==> src/rtl/cpu_run_ctrl_if.sv <==
// CPU-side bus of the run controller: breakpoint setup, CPU peeks and the
// advance strobe / status going back out.
interface cpu_run_ctrl_if;
  logic        cpu_clock_en;
  logic [1:0]  state;
  logic        halted;
  logic        break_hit;
  logic [15:0] pc;
  logic [1:0]  cpu_step;
  logic        break_enable;
  logic [15:0] break_addr;

  modport master (
    input  pc, cpu_step, break_enable, break_addr,
    output cpu_clock_en, state, halted, break_hit
  );

  modport slave (
    output pc, cpu_step, break_enable, break_addr,
    input  cpu_clock_en, state, halted, break_hit
  );
endinterface

==> src/rtl/cpu_run_ctrl.sv <==
// Run/halt/single-step sequencer: prescaled CPU clock-enable, debounced
// run/step buttons and instruction-boundary halting with a PC breakpoint.

module cpu_run_ctrl_btn #(
  parameter int DEBOUNCE_CYCLES = 50000
) (
  input  logic clk,
  input  logic rst_n,
  input  logic btn_raw,
  output logic press
);
  localparam int CW = (DEBOUNCE_CYCLES < 2) ? 1 : $clog2(DEBOUNCE_CYCLES);
  localparam logic [CW-1:0] CNT_LAST = CW'(DEBOUNCE_CYCLES - 1);

  logic          sync1_q, sync1_d;
  logic          sync2_q, sync2_d;
  logic          level_q, level_d;
  logic          prev_q, prev_d;
  logic          press_q, press_d;
  logic [CW-1:0] cnt_q, cnt_d;

  always_ff @(posedge clk or negedge rst_n) begin
    if (!rst_n) begin
      sync1_q <= 1'b0;
      sync2_q <= 1'b0;
      level_q <= 1'b0;
      prev_q  <= 1'b0;
      press_q <= 1'b0;
      cnt_q   <= '0;
    end else begin
      sync1_q <= sync1_d;
      sync2_q <= sync2_d;
      level_q <= level_d;
      prev_q  <= prev_d;
      press_q <= press_d;
      cnt_q   <= cnt_d;
    end
  end

  // Count consecutive samples that disagree with the accepted level; any
  // agreeing sample restarts the count.
  always_comb begin
    sync1_d = btn_raw;
    sync2_d = sync1_q;
    level_d = level_q;
    cnt_d   = '0;
    if (sync2_q != level_q) begin
      if (cnt_q >= CNT_LAST) level_d = sync2_q;
      else                   cnt_d   = cnt_q + 1'b1;
    end
    prev_d  = level_q;
    press_d = level_q & ~prev_q;
  end

  assign press = press_q;
endmodule

module cpu_run_ctrl #(
  parameter int DIV_WIDTH       = 2,
  parameter int DEBOUNCE_CYCLES = 50000,
  parameter bit START_RUNNING   = 1'b1
) (
  input  logic          clock_input,
  input  logic          reset,
  input  logic          run_btn,
  input  logic          step_btn,
  cpu_run_ctrl_if.master bus
);
  typedef enum logic [1:0] {
    HALT = 2'b00,
    RUN  = 2'b01,
    STEP = 2'b10
  } run_state_e;

  localparam int         NUM_BTN     = 2;
  localparam int         BTN_RUN     = 0;
  localparam int         BTN_STEP    = 1;
  localparam run_state_e RESET_STATE = START_RUNNING ? RUN : HALT;

  logic [NUM_BTN-1:0] btn_raw, btn_press;
  assign btn_raw = {step_btn, run_btn};

  for (genvar g = 0; g < NUM_BTN; g++) begin : g_btn
    cpu_run_ctrl_btn #(.DEBOUNCE_CYCLES(DEBOUNCE_CYCLES)) u_btn (
      .clk     (clock_input),
      .rst_n   (reset),
      .btn_raw (btn_raw[g]),
      .press   (btn_press[g])
    );
  end

  run_state_e           st_q, st_d;
  logic [DIV_WIDTH-1:0] div_q, div_d;
  logic                 en_q, en_d;
  logic                 sample_q, sample_d;
  logic                 at_bnd_q, at_bnd_d;
  logic                 brk_q, brk_d;

  logic tick, run_press, step_press, boundary_now, at_bnd_eff, bp_hit;

  always_ff @(posedge clock_input or negedge reset) begin
    if (!reset) begin
      st_q     <= RESET_STATE;
      div_q    <= '0;
      en_q     <= 1'b0;
      sample_q <= 1'b0;
      at_bnd_q <= 1'b1;
      brk_q    <= 1'b0;
    end else begin
      st_q     <= st_d;
      div_q    <= div_d;
      en_q     <= en_d;
      sample_q <= sample_d;
      at_bnd_q <= at_bnd_d;
      brk_q    <= brk_d;
    end
  end

  assign tick         = &div_q;
  assign run_press    = btn_press[BTN_RUN];
  assign step_press   = btn_press[BTN_STEP];
  assign boundary_now = (bus.cpu_step == 2'b00);
  // In the sample cycle the live phase is fresher than the stored flag.
  assign at_bnd_eff   = sample_q ? boundary_now : at_bnd_q;
  assign bp_hit       = sample_q && boundary_now && bus.break_enable &&
                        (bus.pc == bus.break_addr);

  always_comb begin
    st_d     = st_q;
    brk_d    = brk_q;
    div_d    = div_q + 1'b1;
    sample_d = en_q;
    at_bnd_d = at_bnd_eff;
    case (st_q)
      HALT: begin
        if (run_press) begin
          st_d  = RUN;
          brk_d = 1'b0;
        end else if (step_press) begin
          st_d = STEP;
        end
      end
      RUN: begin
        if (bp_hit) begin
          st_d  = HALT;
          brk_d = 1'b1;
        end else if (run_press) begin
          st_d = at_bnd_eff ? HALT : STEP;
        end
      end
      STEP: begin
        // Breakpoint deliberately not checked so the core can step off it.
        if (sample_q && boundary_now) st_d = HALT;
      end
      default: st_d = HALT;
    endcase
  end

  // Gate on the next state so the cycle after entering HALT never enables.
  always_comb begin
    en_d             = tick && (st_d != HALT);
    bus.cpu_clock_en = en_q;
    bus.state        = st_q;
    bus.halted       = (st_q == HALT);
    bus.break_hit    = brk_q;
  end
endmodule

==> src/flat_wrapper.sv <==
// flat-port wrapper written by rule: the top's interface ports become plain ports
module cpu_run_ctrl_flat 
#(
  parameter int DIV_WIDTH       = 2,
  parameter int DEBOUNCE_CYCLES = 50000,
  parameter bit START_RUNNING   = 1'b1
)
  (clock_input, reset, run_btn, step_btn, bus_pc, bus_cpu_step, bus_break_enable, bus_break_addr, bus_cpu_clock_en, bus_state, bus_halted, bus_break_hit);
  cpu_run_ctrl_if bus_i ();
  input  logic clock_input;
  input  logic reset;
  input  logic run_btn;
  input  logic step_btn;
  input wire logic [$bits(bus_i.pc)-1:0] bus_pc;
  input wire logic [$bits(bus_i.cpu_step)-1:0] bus_cpu_step;
  input wire logic [$bits(bus_i.break_enable)-1:0] bus_break_enable;
  input wire logic [$bits(bus_i.break_addr)-1:0] bus_break_addr;
  output wire logic [$bits(bus_i.cpu_clock_en)-1:0] bus_cpu_clock_en;
  output wire logic [$bits(bus_i.state)-1:0] bus_state;
  output wire logic [$bits(bus_i.halted)-1:0] bus_halted;
  output wire logic [$bits(bus_i.break_hit)-1:0] bus_break_hit;
  assign bus_i.pc = bus_pc;
  assign bus_i.cpu_step = bus_cpu_step;
  assign bus_i.break_enable = bus_break_enable;
  assign bus_i.break_addr = bus_break_addr;
  assign bus_cpu_clock_en = bus_i.cpu_clock_en;
  assign bus_state = bus_i.state;
  assign bus_halted = bus_i.halted;
  assign bus_break_hit = bus_i.break_hit;
  cpu_run_ctrl #(.DIV_WIDTH(DIV_WIDTH), .DEBOUNCE_CYCLES(DEBOUNCE_CYCLES), .START_RUNNING(START_RUNNING)) u_core (.clock_input(clock_input), .reset(reset), .run_btn(run_btn), .step_btn(step_btn), .bus(bus_i));
endmodule
==> config.mk <==
export PLATFORM = sky130hd
export DESIGN_NAME = cpu_run_ctrl_flat
export DESIGN_NICKNAME = d
export VERILOG_FILES = /design/src/rtl/cpu_run_ctrl_if.sv /design/src/rtl/cpu_run_ctrl.sv /design/src/flat_wrapper.sv
export SDC_FILE = /design/constraint.sdc
export NUM_CORES = 1
export LEC_CHECK = 0
export CAP_MARGIN = 20
export CORE_MARGIN = 2
export CORE_UTILIZATION = 50
export CTS_CLUSTER_SIZE = 24
export DETAILED_ROUTE_END_ITERATION = 10
export PLACE_DENSITY_LB_ADDON = 0.3
export SLEW_MARGIN = 10
export SYNTH_ARGS = -nofsm -noshare
export SYNTH_HDL_FRONTEND = slang
export SYNTH_SLANG_ARGS = --single-unit
export TNS_END_PERCENT = 30
==> constraint.sdc <==
create_clock -name clock_input -period 1.9 [get_ports clock_input]
set_input_delay 0.57 -clock clock_input [delete_from_list [all_inputs] [get_ports clock_input]]
set_output_delay 0.57 -clock clock_input [all_outputs]
set_load 0.01 [all_outputs]
## After elaboration in Yosys (flattened, before gate mapping)

Index checks and enable logic that the tools add are counted.

| word-level totals | value |
|---|---|
| register bits after elaboration | 50 |
| output and inout port bits | 5 |

| operators by class | value |
|---|---|
| $add $sub $neg | 3 |
| equality and inequality tests | 7 |
| multiplexer cells | 15 |
| reductions and logical operators | 12 |
| bitwise gates (word level) | 4 |
| order comparisons | 2 |

Operators by type and width:

| operator | number |
|---|---|
| 2-to-1 mux 16 bit | 4 |
| adder 16 x 1 -> 16 bit (second input constant) | 2 |
| greater-or-equal comparator 16 bit (second input constant) | 2 |
| == test 16 bit | 1 |
| 2-to-1 mux 2 bit | 6 |
| case mux 2 bit (3 select lines) | 1 |
| AND reduction 2 bit | 3 |
| logical AND 1 bit | 4 |
| zero test 2 bit | 2 |
| inequality test 2 x 1 -> 1 bit (second input constant) | 2 |
| nonzero test 2 bit | 2 |
| 2-to-1 mux 1 bit | 3 |
| AND reduction 3 bit | 1 |
| adder 2 x 1 -> 2 bit (second input constant) | 1 |
| bitwise AND 1 bit | 2 |
| == test 2 x 1 -> 1 bit (second input constant) | 1 |
| == test 2 bit (second input constant) | 1 |
| inequality test 1 bit | 2 |
| inverter 1 bit | 2 |
| case mux 1 bit (2 select lines) | 1 |

## Depth between registers and ports, before layout

Gate-level depths: netlist of run 1.

| logic depth | value |
|---|---|
| depth in word-level cells | 8 |
| depth in mapped cells | 6 |
| gate-level depth less buffers | 5 |

## By module

Synthesis of run 1 repeated with hierarchy kept, for this count alone.

| unflattened totals | value |
|---|---|
| cells, all modules | 237 |
| area, all modules | 2458.6 um2 |

Modules (own cells, without submodules):

| module | cells an instance | times used | seq. area each (um2) | area each (um2) |
|---|---|---|---|---|
| cpu_run_ctrl_btn | 90 | 2 | 525.5 | 943.4 |
| cpu_run_ctrl | 57 | 1 | 202.7 | 571.8 |

## Worst setup path before layout of run 1

No wires, ideal clock.

| timing | value |
|---|---|
| kind | input-to-reg |
| from | in bus_cpu_step[1] |
| to | reg u_core.en_q (netlist: u_core.bus.cpu_clock_en) |
| data arrival time | 1.763 ns |
| buffers on the path | 1 |
| setup slack | 0.011 ns |
| setup time | 0.126 ns |
| stages on the path | 5 |
| data required time | 1.774 ns |
| cell sequence | or3b_1 clkbuf_1 nor4_2 nand3_1 o311a_1 |

| on the way | value |
|---|---|
| cells in the longest elaborated chain, start to end | 8 |
| elaborated cells between the ends (all ways) | 12 |
| classes of those cells | 6 x mux; 6 x reduce/logical |

Ends and longest elaborated chain:

| element | RTL line | source |
|---|---|---|
| from (decl) | flat_wrapper.sv:15 | `input wire logic [$bits(bus_i.cpu_step)-1:0] bus_cpu_step;` |
| zero test 2 bit * | cpu_run_ctrl.sv:122 | `assign boundary_now = (bus.cpu_step == 2'b00);` |
| 2-to-1 mux 1 bit or logical AND 1 bit (tied branches) | cpu_run_ctrl.sv:124, cpu_run_ctrl.sv:125, cpu_run_ctrl.sv:153 |  |
| 2-to-1 mux 2 bit or logical AND 1 bit (tied branches) | cpu_run_ctrl.sv:148, cpu_run_ctrl.sv:125 |  |
| 2-to-1 mux 2 bit or logical AND 1 bit (tied branches) | cpu_run_ctrl.sv:147, cpu_run_ctrl.sv:125 |  |
| 2-to-1 mux 2 bit | cpu_run_ctrl.sv:144 | `if (bp_hit) begin` |
| case mux 2 bit (3 select lines) * | cpu_run_ctrl.sv:134 | `case (st_q)` |
| nonzero test 2 bit * | cpu_run_ctrl.sv:161 | `en_d = tick && (st_d != HALT);` |
| logical AND 1 bit * | cpu_run_ctrl.sv:161 |  |
| named net u_core.en_d | cpu_run_ctrl.sv:94 | `logic en_q, en_d;` |
| to (signal assigned) | cpu_run_ctrl.sv:112 | `en_q <= en_d;` |
| to (decl) | cpu_run_ctrl.sv:94 |  |

The timed path passes the listed nets; every way through them passes the cells marked *.
A chain may end at the register's enable or synchronous reset.

## Worst setup path after layout of run 1

| timing | value |
|---|---|
| from | in u_core.g_btn[0].u_btn.cnt_q[0] |
| to | reg u_core.g_btn[0].u_btn.cnt_q[13] |

| on the way | value |
|---|---|
| cells in the longest elaborated chain, start to end | 3 |
| elaborated cells between the ends (all ways) | 4 |
| classes of those cells | 1 x add/sub; 1 x order compare; 2 x mux |

Ends and longest elaborated chain:

| element | RTL line | source |
|---|---|---|
| from (decl) | cpu_run_ctrl.sv:20 | `logic [CW-1:0] cnt_q, cnt_d;` |
| adder 16 x 1 -> 16 bit or greater-or-equal comparator 16 bit (tied branches) | cpu_run_ctrl.sv:49, cpu_run_ctrl.sv:48 |  |
| 2-to-1 mux 16 bit * | cpu_run_ctrl.sv:48 | `if (cnt_q >= CNT_LAST) level_d = sync2_q;` |
| 2-to-1 mux 16 bit * | cpu_run_ctrl.sv:47 | `if (sync2_q != level_q) begin` |
| named net u_core.g_btn[0].u_btn.cnt_d[13] | cpu_run_ctrl.sv:20 |  |

Marked as above.

==> flow_metrics.py, run 1 <==
metrics = {
    "critical_path": {
        "r2r_cells": 5,
        "crit_slowest_cell": "dfrtp_1",
        "start_kind": "flip-flop",
        "slowest_delay_ps": 410,
        "cp_cell_sequence": "ha_1 -> a311o_1 -> a211oi_2 -> o21ai_2 -> a21oi_1",
        "path_class": "flip-flop to flip-flop",
        "end_kind": "flip-flop",
        "crit_required_ps": 2120,
        "cp_max_fo": 16,
        "critPathArrivalTime_ps": 2030,
    },
    "global_routing": {
        "grt_pass1_vias": 1869,
        "grt_pass1_wl_um": 8169,
        "antenna_found_initial": 0,
        "track_usage_pct": 19.29,
        "grt_overflow_total": 0,
        "grt_max_degree": 35,
    },
    "routing": {
        "vias": 1885,
        "drtIter0Drc": 73,
        "via_per_inst": 5.193,
        "drcViolationCount": 0,
        "post_drt_wl_per_cell_um": 13.19,
        "ant_nets": 0,
        "dr.pass1.iters": 5,
        "wl_um": 4789,
    },
    "logic_synthesis": {
        "synthCells": 240,
        "synth_cell_types": 45,
        "synthArstFlopShare_pct": 100.0,
        "synthDominantCellAreaShare_pct": 48.44,
        "synth_edf_count": 0,
        "yosysWarnings": 0,
        "synthesis.nets": 282,
        "yosysSeqAreaShare_pct": 50.55,
        "postSynthAreaPerCell_um2": 10.33,
        "syn_area_um2": 2480,
        "yosys.area.top_type": "dfrtp_1",
        "synth.most_common_cell": "dfrtp_1",
        "synthTopCellsByArea": "dfrtp_1 (48%), xor2_1 (9.9%), nor2_1 (4.5%), xnor2_1 (3.5%), nand3_1 (2.8%)",
        "synth_seq_cells": 50,
        "synth_common_cells": "dfrtp_1 (48), nor2_1 (30), xor2_1 (28)",
        "yosys_most_used_dff": "dfrtp_1",
    },
    "cts": {
        "cts.path.max_buffers": 2,
        "ctsRootBufferMaster": "clkbuf_8",
        "numCtsBuffers": 5,
        "clk_pin_slew_ps": 90,
        "cts_tree": "done",
        "clock_sinks": 50,
        "worstSkewPairLatency_ps": 300,
        "cts_max_level": 2,
    },
    "sta": {
        "timing.slew.headroom_pct": 56.42,
        "slew_viol_final": 0,
        "layout_min_cycle_time_ps": 1811,
        "clock_skew_ps": 9.105,
        "setup_slack_ps": 89.41,
        "whs_ps": 196.3,
        "rsz0062_at_grt": "false",
        "setup_tns_ps": 0,
        "hold_viol_final": 0,
        "setup_violations": 0,
        "fin_crit_sh_pct": 95.29,
        "fmax_mhz": 552.3,
        "worst_slew_pin_slew_ps": 653.6,
    },
    "floorplan": {
        "rows": 25,
        "die-area_um2": 5539,
        "start_util_pct": 52.16,
        "ios": 44,
        "core_area_um2": 4755,
        "fp.dieH_um": 74.43,
        "chipWidth_um": 74.43,
    },
    "layout": {
        "final_util_pct": 67.32,
        "area_growth_pct": 29.06,
        "nets": 337,
        "antenna_cells": 0,
        "drive_gt1_share_pct": 12.50,
    },
    "placed_design": {
        "dp_slack_ps": -400.6,
        "hpwl_um": 3538,
        "gp_congestion": 0.8333,
        "port_buffers": 43,
    },
    "status": {
        "status": "finished clean",
    },
    "power": {
        "max-vdd-ir-drop_uv": 643.7,
        "p_leak_uw": 0.001333,
        "power.density_nw_per_um2": 631.1,
    },
    "job": {
        "max_cap_viol_count": 0,
    },
    "min_path": {
        "hold_path.class": "input pin to async pin",
    },
}
-- cell usage in the layout, fill, tap and decap left out, drive strengths merged, types with 3 or more instances in the layout --
cell / instances
a21oi: 8
and2: 3
and3: 4
buf: 11
clkbuf: 6
clkdlybuf4s50: 38
dfrtp: 48
ha: 3
inv: 7
nand2: 15
nand2b: 3
nand3: 14
nand4: 6
nor2: 30
nor3: 3
nor4: 8
o21ai: 7
or3: 8
xnor2: 10
xor2: 28
-- cells by family after synthesis --
logic type	share of synthesized area, %
adder cells (fa/ha/maj)	1.514
AND/OR/NAND/NOR	21.49
buffers and inverters	2.422
AO/OA/AOI/OAI	9.688
multiplexers	0.9081
XOR/XNOR	13.42
flip-flops	50.55
-- sequential cells by signal, summed over array words and instances (netlist names) --
signal                      cells
u_core.g_btn.u_btn.cnt_q       32
u_core.at_bnd_q                 1
u_core.div_q                    2
u_core.g_btn.u_btn.sync2_q      2
u_core.g_btn.u_btn.press        2
u_core.bus.break_hit            1
u_core.sample_q                 1
u_core.bus.cpu_clock_en         1
u_core.g_btn.u_btn.level_q      2
u_core.g_btn.u_btn.prev_q       2
u_core.bus.state                2
u_core.g_btn.u_btn.sync1_q      2
-- layer usage --
layer / wire length (µm) / track usage (%) / vias to the layer above
li1: - / - / 955
met2: 2435 / 33.14 / 29
met3: 118 / 4.472 / 6
met4: 72 / 6.548 / 0
met5: 0 / 0 / -
met1: 2163 / 24.01 / 895
-- worst paths after layout --
path / to / startpoint / slack, ps
max: u_core.g_btn[0].u_btn.cnt_q[13] / u_core.g_btn[0].u_btn.cnt_q[0] / 90
min: u_core.g_btn[1].u_btn.press / reset / 200
max reg2reg: u_core.g_btn[0].u_btn.cnt_q[13] / u_core.g_btn[0].u_btn.cnt_q[0] / 90
min reg2reg: u_core.g_btn[0].u_btn.sync2_q / u_core.g_btn[0].u_btn.sync1_q / 360
max in group asynchronous: u_core.at_bnd_q / reset / 1140
min in group clock_input: u_core.g_btn[0].u_btn.sync2_q / u_core.g_btn[0].u_btn.sync1_q / 360
-- worst max-delay path, delay by kind of cell (launching register included) --
family / cells / cell delay [ps]
AOI/OAI and AO/OA: 4 / 1100
adders and majority gates: 1 / 220
DFF: 1 / 410
-- power breakdown --
| part | internal, µW | switching (µW) | leakage (µW) |
|---|---|---|---|
| logic | 109 | 81.7 | 0.000616 |
| clock network | 395 | 342 | 0.0000554 |
| registers | 1080 | 12.3 | 0.000662 |
| total | 1580 | 436 | 0.00133 |
-- timing repair --
item                       4_1_cts  5_1_grt
pin swaps                        1        4
hold buffers                     0        0
buffers inserted                 2        0
setup endpoints to repair        5        3
resized for setup                3        9
-- area by class of cell --
cell class / count / area (µm²)
Timing Repair Buffer: 53 / 519.2
Fill cell: 394 / 1554
Multi-Input combinational cell: 178 / 1205
Sequential cell: 50 / 1255
Tap cell: 67 / 83.83
Clock inverter: 2 / 38.79
Clock buffer: 6 / 72.57
Inverter: 7 / 26.28
-- stage by stage --
step / cell area (µm²) / std cells / power (µW)
final: 3201 / 363 / 2020
after global routing: 3201 / 363 / 2108
after CTS: 3153 / 363 / 2045
after detailed placement: 3028 / 353 / 1296
after global placement: 3028 / 353 / 1293
after floorplan: 2480 / 240 / 1174
No activity file was read; power rests on OpenSTA's default activity.
==> run 2, diff against run 1 <==
--- a/config.mk
+++ b/config.mk
@@ -11,8 +11,10 @@
 export CTS_CLUSTER_SIZE = 24
 export DETAILED_ROUTE_END_ITERATION = 10
 export PLACE_DENSITY_LB_ADDON = 0.3
+export SETUP_SLACK_MARGIN = 0.02
 export SLEW_MARGIN = 10
 export SYNTH_ARGS = -nofsm -noshare
 export SYNTH_HDL_FRONTEND = slang
+export SYNTH_HIERARCHICAL = 1
 export SYNTH_SLANG_ARGS = --single-unit
 export TNS_END_PERCENT = 30
==> constraint.sdc (replaced) <==
create_clock -name clock_input -period 2.17 [get_ports clock_input]
set_input_delay 0.651 -clock clock_input [delete_from_list [all_inputs] [get_ports clock_input]]
set_output_delay 0.651 -clock clock_input [all_outputs]
set_load 0.01 [all_outputs]
==> run 2 against run 1 <==
Routed wire length down 2.9%. Clock-buffer cell count down 1. Worst hold slack better by 97 ps. Sequential power down 12%. Cell count down 2.5%. First-iteration DRC count up 19%. Register-to-register slack better by 260 ps. Critical path depth down 4. Largest power group unchanged. Highest routed layer unchanged.
==> flow_metrics.py, run 2 <==
metrics = {
    "layout": {
        "finalInstanceArea_um2": 3069,
        "largest_reg_flops": 32,
        "regMostFlops": "u_core/g_btn.u_btn/cnt_q",
        "drive_gt1_share_pct": 8.711,
        "antenna_cells": 0,
        "final_cell_mix": "dfrtp_1 (47), nor2_1 (42), clkdlybuf4s50_1 (40)",
        "layout_commonest_cell": "dfrtp_1",
        "nets": 328,
        "area_growth_pct": 24.83,
    },
    "sta": {
        "fin_crit_sh_pct": 90.94,
        "worst_slew_pin_slew_ps": 490.6,
        "setup_violations": 0,
        "whs_ps": 293.5,
        "hold_viol_final": 0,
        "timing.slew.headroom_pct": 67.29,
        "setup_tns_ps": 0,
        "clock_skew_ps": 6.310,
        "fmax_mhz": 506.7,
        "slew_viol_final": 0,
        "layout_min_cycle_time_ps": 1973,
        "setup_slack_ps": 196.6,
        "rsz0062_at_grt": "false",
    },
    "routing": {
        "via_per_inst": 5.045,
        "wl_um": 4651,
        "drtIter0Drc": 87,
        "ant_nets": 0,
        "vias": 1786,
        "post_drt_wl_per_cell_um": 13.14,
        "dr.pass1.iters": 4,
        "drcViolationCount": 0,
    },
    "logic_synthesis": {
        "synthArstFlopShare_pct": 100.0,
        "synth_cell_types": 33,
        "yosysSeqAreaShare_pct": 50.99,
        "synthTopCellsByArea": "dfrtp_1 (49%), xnor2_1 (10%), nor2_1 (6.4%), xor2_1 (5.7%), nand3_1 (2.8%)",
        "synth_common_cells": "dfrtp_1 (48), nor2_1 (42), xnor2_1 (29)",
        "synth.most_common_cell": "dfrtp_1",
        "synthesis.nets": 279,
        "synthDominantCellAreaShare_pct": 48.85,
        "postSynthAreaPerCell_um2": 10.37,
        "synth_edf_count": 0,
        "yosys_most_used_dff": "dfrtp_1",
        "synth_seq_cells": 50,
        "synthCells": 237,
        "syn_area_um2": 2459,
        "yosysWarnings": 6,
        "yosys.area.top_type": "dfrtp_1",
    },
    "placed_design": {
        "hpwl_um": 3475,
        "port_buffers": 43,
        "dpl-instance-area_um2": 2973,
        "dp_slack_ps": -53.70,
        "gp_congestion": 0.8362,
    },
    "critical_path": {
        "rr_endpoint": "u_core/g_btn[0].u_btn/cnt_q[7]",
        "path_class": "flip-flop to output port",
        "setup.worst_path.end": "bus_state[1]",
        "slowest_delay_ps": 560,
        "crit_required_ps": 1520,
        "critPathArrivalTime_ps": 1320,
        "start_kind": "flip-flop",
        "cp-startpoint": "u_core/bus.state[1]",
        "r2r_cells": 3,
        "end_kind": "output port",
        "cp_cell_sequence": "clkdlybuf4s50_1",
        "cp_max_fo": 9,
        "path_delay_family": "buffers and inverters",
        "cp.depth": 1,
        "path_buf_inv": 1,
        "crit_slowest_cell": "clkdlybuf4s50_1",
        "reg2reg_slack_ps": 350,
        "r2r_start": "u_core/g_btn[0].u_btn/cnt_q[10]",
    },
    "floorplan": {
        "die-area_um2": 5494,
        "rows": 25,
        "chipWidth_um": 74.12,
        "ios": 44,
        "core_area_um2": 4723,
        "fp.dieH_um": 74.12,
        "start_util_pct": 52.05,
    },
    "power": {
        "p_total_uw": 1645,
        "combinationalPowerShare_pct": 9.3,
        "p_leak_uw": 0.001219,
        "max-vdd-ir-drop_uv": 475.8,
        "internal_power_uw": 1261,
        "power.density_nw_per_um2": 536.1,
        "clockPowerShare_pct": 32.5,
        "power.switching_uw": 384.7,
        "switching_share_pct": 23.38,
        "seq_power_share_pct": 58.2,
    },
    "cts": {
        "ctsRootBufferMaster": "clkbuf_8",
        "cts_max_level": 2,
        "clock_sinks": 50,
        "worstSkewPairLatency_ps": 310,
        "cts.path.max_buffers": 2,
        "clk_pin_slew_ps": 90,
        "numCtsBuffers": 5,
        "cts_tree": "done",
    },
    "global_routing": {
        "grt_overflow_total": 0,
        "grt_pass1_vias": 1714,
        "antenna_found_initial": 0,
        "track_usage_pct": 18.68,
        "grt_pass1_wl_um": 7734,
        "grt_max_degree": 30,
    },
    "job": {
        "max_cap_viol_count": 0,
    },
    "status": {
        "status": "finished clean",
    },
    "min_path": {
        "hold_path.class": "input pin to async pin",
    },
}
==> run 2: worst min-delay path by stage <==
stage                                        from                              to  slack, ps  cells after the start
finish                                      reset    u_core/g_btn[1].u_btn/prev_q        290                      1
global route                                reset    u_core/g_btn[1].u_btn/prev_q        320                      1
CTS                                         reset  u_core/g_btn[1].u_btn/cnt_q[1]        310                      1
detailed placement  u_core/g_btn[0].u_btn/sync1_q   u_core/g_btn[0].u_btn/sync2_q        340                      0
global placement    u_core/g_btn[0].u_btn/sync1_q   u_core/g_btn[0].u_btn/sync2_q        340                      0
floorplan           u_core/g_btn[0].u_btn/sync1_q   u_core/g_btn[0].u_btn/sync2_q        330                      0
==> run 2: area by class of cell <==
cell class,instances,area [µm²]
clock inverters,3,21.27
inverters,10,37.54
flip-flops and latches,50,1255
repair buffers,46,465.4
well taps,67,83.83
fillers,396,1654
multi-input cells,173,1137
clock buffers,5,68.82
==> run 2: kinds of logic (layout without fill, tap and decap cells) <==
family,count (synthesis),count (layout),synth area share [%]
AOI/OAI and AO/OA,15,15,5.089
adders and majority gates,3,3,1.527
and+or+nand+nor,108,108,22.70
DFF,50,50,50.99
buffers and inverters,14,64,2.748
xor gates and xnor gates,45,45,16.03
muxes,2,2,0.9160
==> run 2: power by group through the flow <==
stage	registers [µW]	clock network (µW)	logic [µW]
global route	961	598	171
CTS	958	557	156
global placement	976	0	153
finish	958	535	153
detailed placement	976	0	156
floorplan	973	0	56.0
==> run 2: layer usage <==
layer  wire length, µm  global-route usage (%)  vias to the layer above
li1                  -                       -                      915
met3               249                   5.556                        7
met1              2272                   24.93                      825
met4                75                   8.283                        0
met5                 0                       0                        -
met2              2054                   28.37                       39
==> run 2: worst register-to-register path: cells and delay by family, from the launching register on <==
family,cells,cell delay (ps)
and+or+nand+nor,2,750
DFF,1,460
AOI/OAI and AO/OA,1,550
==> run 2: metrics by stage <==
stage	std cells	utilization [%]
6_report	354	64.98
5_1_grt	354	64.98
4_1_cts	354	64.87
3_5_place_dp	346	62.94
3_3_place_gp	346	62.94
2_1_floorplan	237	-
==> run 2: what timing repair did <==
| action | in CTS | in global routing |
|---|---|---|
| setup endpoints to repair | 2 | 2 |
| hold buffers | 0 | 0 |
| endpoints found under the hold margin | 0 | 0 |
| resized for setup | 1 | 2 |
| pin swaps | 0 | 0 |
| cloned | 0 | 0 |
| buffers inserted | 0 | 0 |
==> run 3, diff against run 2 <==
--- a/config.mk
+++ b/config.mk
@@ -11,6 +11,7 @@
 export CTS_CLUSTER_SIZE = 24
 export DETAILED_ROUTE_END_ITERATION = 10
 export PLACE_DENSITY_LB_ADDON = 0.3
+export RECOVER_POWER = 50
 export SETUP_SLACK_MARGIN = 0.02
 export SLEW_MARGIN = 10
 export SYNTH_ARGS = -nofsm -noshare
==> run 3 against run 2 <==
Cell count stayed put. Die area stayed put. Setup slack about the same. Worst hold slack better by 65 ps. Global-route usage stayed put. First-iteration DRC count did not move. Sequential share of layout area barely moved. Sequential power about the same. Non-clock buffer count unchanged. Register-to-register slack is essentially flat. Combinational power barely moved. Flip-flop and latch count stayed put.
==> flow_metrics.py, run 3 (synthesis gave the netlist of run 2 again) <==
metrics = {
    "status": {
        "status": "finished clean",
    },
    "sta": {
        "hold_viol_final": 0,
        "layout_min_cycle_time_ps": 1973,
        "setup_violations": 0,
        "whs_ps": 358.4,
        "fmax_mhz": 506.7,
        "timing.slew.headroom_pct": 22.21,
        "fin_crit_sh_pct": 90.94,
        "slew_viol_final": 0,
        "clock_skew_ps": 6.310,
        "rsz0062_at_grt": "false",
        "worst_slew_pin_slew_ps": 1167,
    },
    "global_routing": {
        "track_usage_pct": 18.68,
        "grt_pass1_vias": 1714,
        "grt_pass1_wl_um": 7734,
        "antenna_found_initial": 0,
        "grt.met1_usage_pct": 24.93,
        "grt_overflow_total": 0,
        "grt_use_met3_pct": 5.556,
        "top_usage_layer": "met2",
        "gr-usage-met2_pct": 28.37,
        "grt_max_degree": 30,
    },
    "layout": {
        "layout_commonest_cell": "dfrtp_1",
        "fill_cells": 397,
        "antenna_cells": 0,
        "final_cell_mix": "dfrtp_1 (47), nor2_1 (42), clkdlybuf4s50_1 (38)",
        "finalInstanceArea_um2": 3068,
        "largest_reg_flops": 32,
        "drive_gt1_share_pct": 8.362,
        "nets": 328,
        "regMostFlops": "u_core/g_btn.u_btn/cnt_q",
        "area_growth_pct": 24.78,
    },
    "floorplan": {
        "chipWidth_um": 74.12,
        "rows": 25,
        "start_util_pct": 52.05,
        "fp.dieH_um": 74.12,
        "core_area_um2": 4723,
        "ios": 44,
        "die-area_um2": 5494,
    },
    "cts": {
        "cts.path.max_buffers": 2,
        "cts_max_level": 2,
        "numCtsBuffers": 5,
        "worstSkewPairLatency_ps": 310,
        "clk_pin_slew_ps": 90,
        "cts_tree": "done",
        "clock_sinks": 50,
        "ctsRootBufferMaster": "clkbuf_8",
    },
    "routing": {
        "ant_nets": 0,
        "vias": 1788,
        "via_per_inst": 5.051,
        "wl_um": 4649,
        "post_drt_wl_per_cell_um": 13.13,
        "dr.pass1.iters": 4,
        "drtIter0Drc": 87,
        "drcViolationCount": 0,
    },
    "placed_design": {
        "dpl-instance-area_um2": 2973,
        "hpwl_um": 3475,
        "port_buffers": 43,
        "gp_congestion": 0.8362,
    },
    "critical_path": {
        "crit_slowest_cell": "clkdlybuf4s50_1",
        "cp_max_fo": 9,
        "start_kind": "flip-flop",
        "slowest_delay_ps": 560,
        "end_kind": "output port",
        "cp_cell_sequence": "clkdlybuf4s50_1",
        "path_class": "flip-flop to output port",
        "path_buf_inv": 1,
        "critPathArrivalTime_ps": 1320,
        "path_delay_family": "buffers and inverters",
        "crit_required_ps": 1520,
    },
    "power": {
        "p_leak_uw": 0.001217,
        "max-vdd-ir-drop_uv": 475.8,
        "power.density_nw_per_um2": 536.0,
    },
    "min_path": {
        "hold_path.class": "flip-flop to flip-flop",
    },
    "job": {
        "max_cap_viol_count": 0,
    },
}
[run 3: cell count changes in the layout (fill, tap and decap cells not counted), sizes merged]
cell and change:
dlygate4sd3 +2, clkbuf +1, clkdlybuf4s50 -2, buf -1
[run 3: power breakdown]
part	total (µW)	switching, µW	internal (µW)
sequential	958	13.8	944
combinational	152	62.9	89.4
clock	535	308	227
[run 3: metal layers]
layer	part of all wire (%)	vias to the layer above
met4	1.6	0
met5	0	-
met2	44	39
met1	49	827
li1	-	915
met3	5.4	7
[run 3: metrics by stage]
stage               util (%)  setup WS, ps  cells  total power, µW  setup TNS [ps]
floorplan                  -         472.4    237             1029               0
CTS                    64.87         13.77    354             1671               0
global placement       62.94        -14.39    346             1129          -14.39
detailed placement     62.94        -53.70    346             1132          -63.99
finish                 64.95         196.6    354             1644               0
global route           64.95         142.9    354             1729               0
[run 3: path summary, 6_finish.rpt]
kind                                            startpoint                             end  slack, ps  cells past startpoint
min                          u_core/g_btn[0].u_btn/sync1_q   u_core/g_btn[0].u_btn/sync2_q        360                      0
max                                    u_core/bus.state[1]                    bus_state[1]        200                      1
max reg2reg                u_core/g_btn[0].u_btn/cnt_q[10]  u_core/g_btn[0].u_btn/cnt_q[7]        350                      3
max in group asynchronous                            reset                 u_core/at_bnd_q        830                      2
min in group asynchronous                            reset  u_core/g_btn[1].u_btn/cnt_q[1]        550                      1
min reg2reg                  u_core/g_btn[0].u_btn/sync1_q   u_core/g_btn[0].u_btn/sync2_q        360                      0
[run 3: area by class of cell]
type | count | area [µm²] | area share [%]
clock buffers | 5 | 68.82 | 2.243
clock inverters | 3 | 21.27 | 0.6933
inverters | 10 | 37.54 | 1.223
multi-input cells | 173 | 1137 | 37.07
flip-flops and latches | 50 | 1255 | 40.91
well taps | 67 | 83.83 | 2.732
repair buffers | 46 | 464.2 | 15.13
[run 3: repair_timing]
item,in CTS,in global routing
hold buffers,0,0
endpoints found under the hold margin,0,0
endpoints found under the setup margin,2,2
resized for setup,1,2
cloned,0,0
setup buffers,0,0
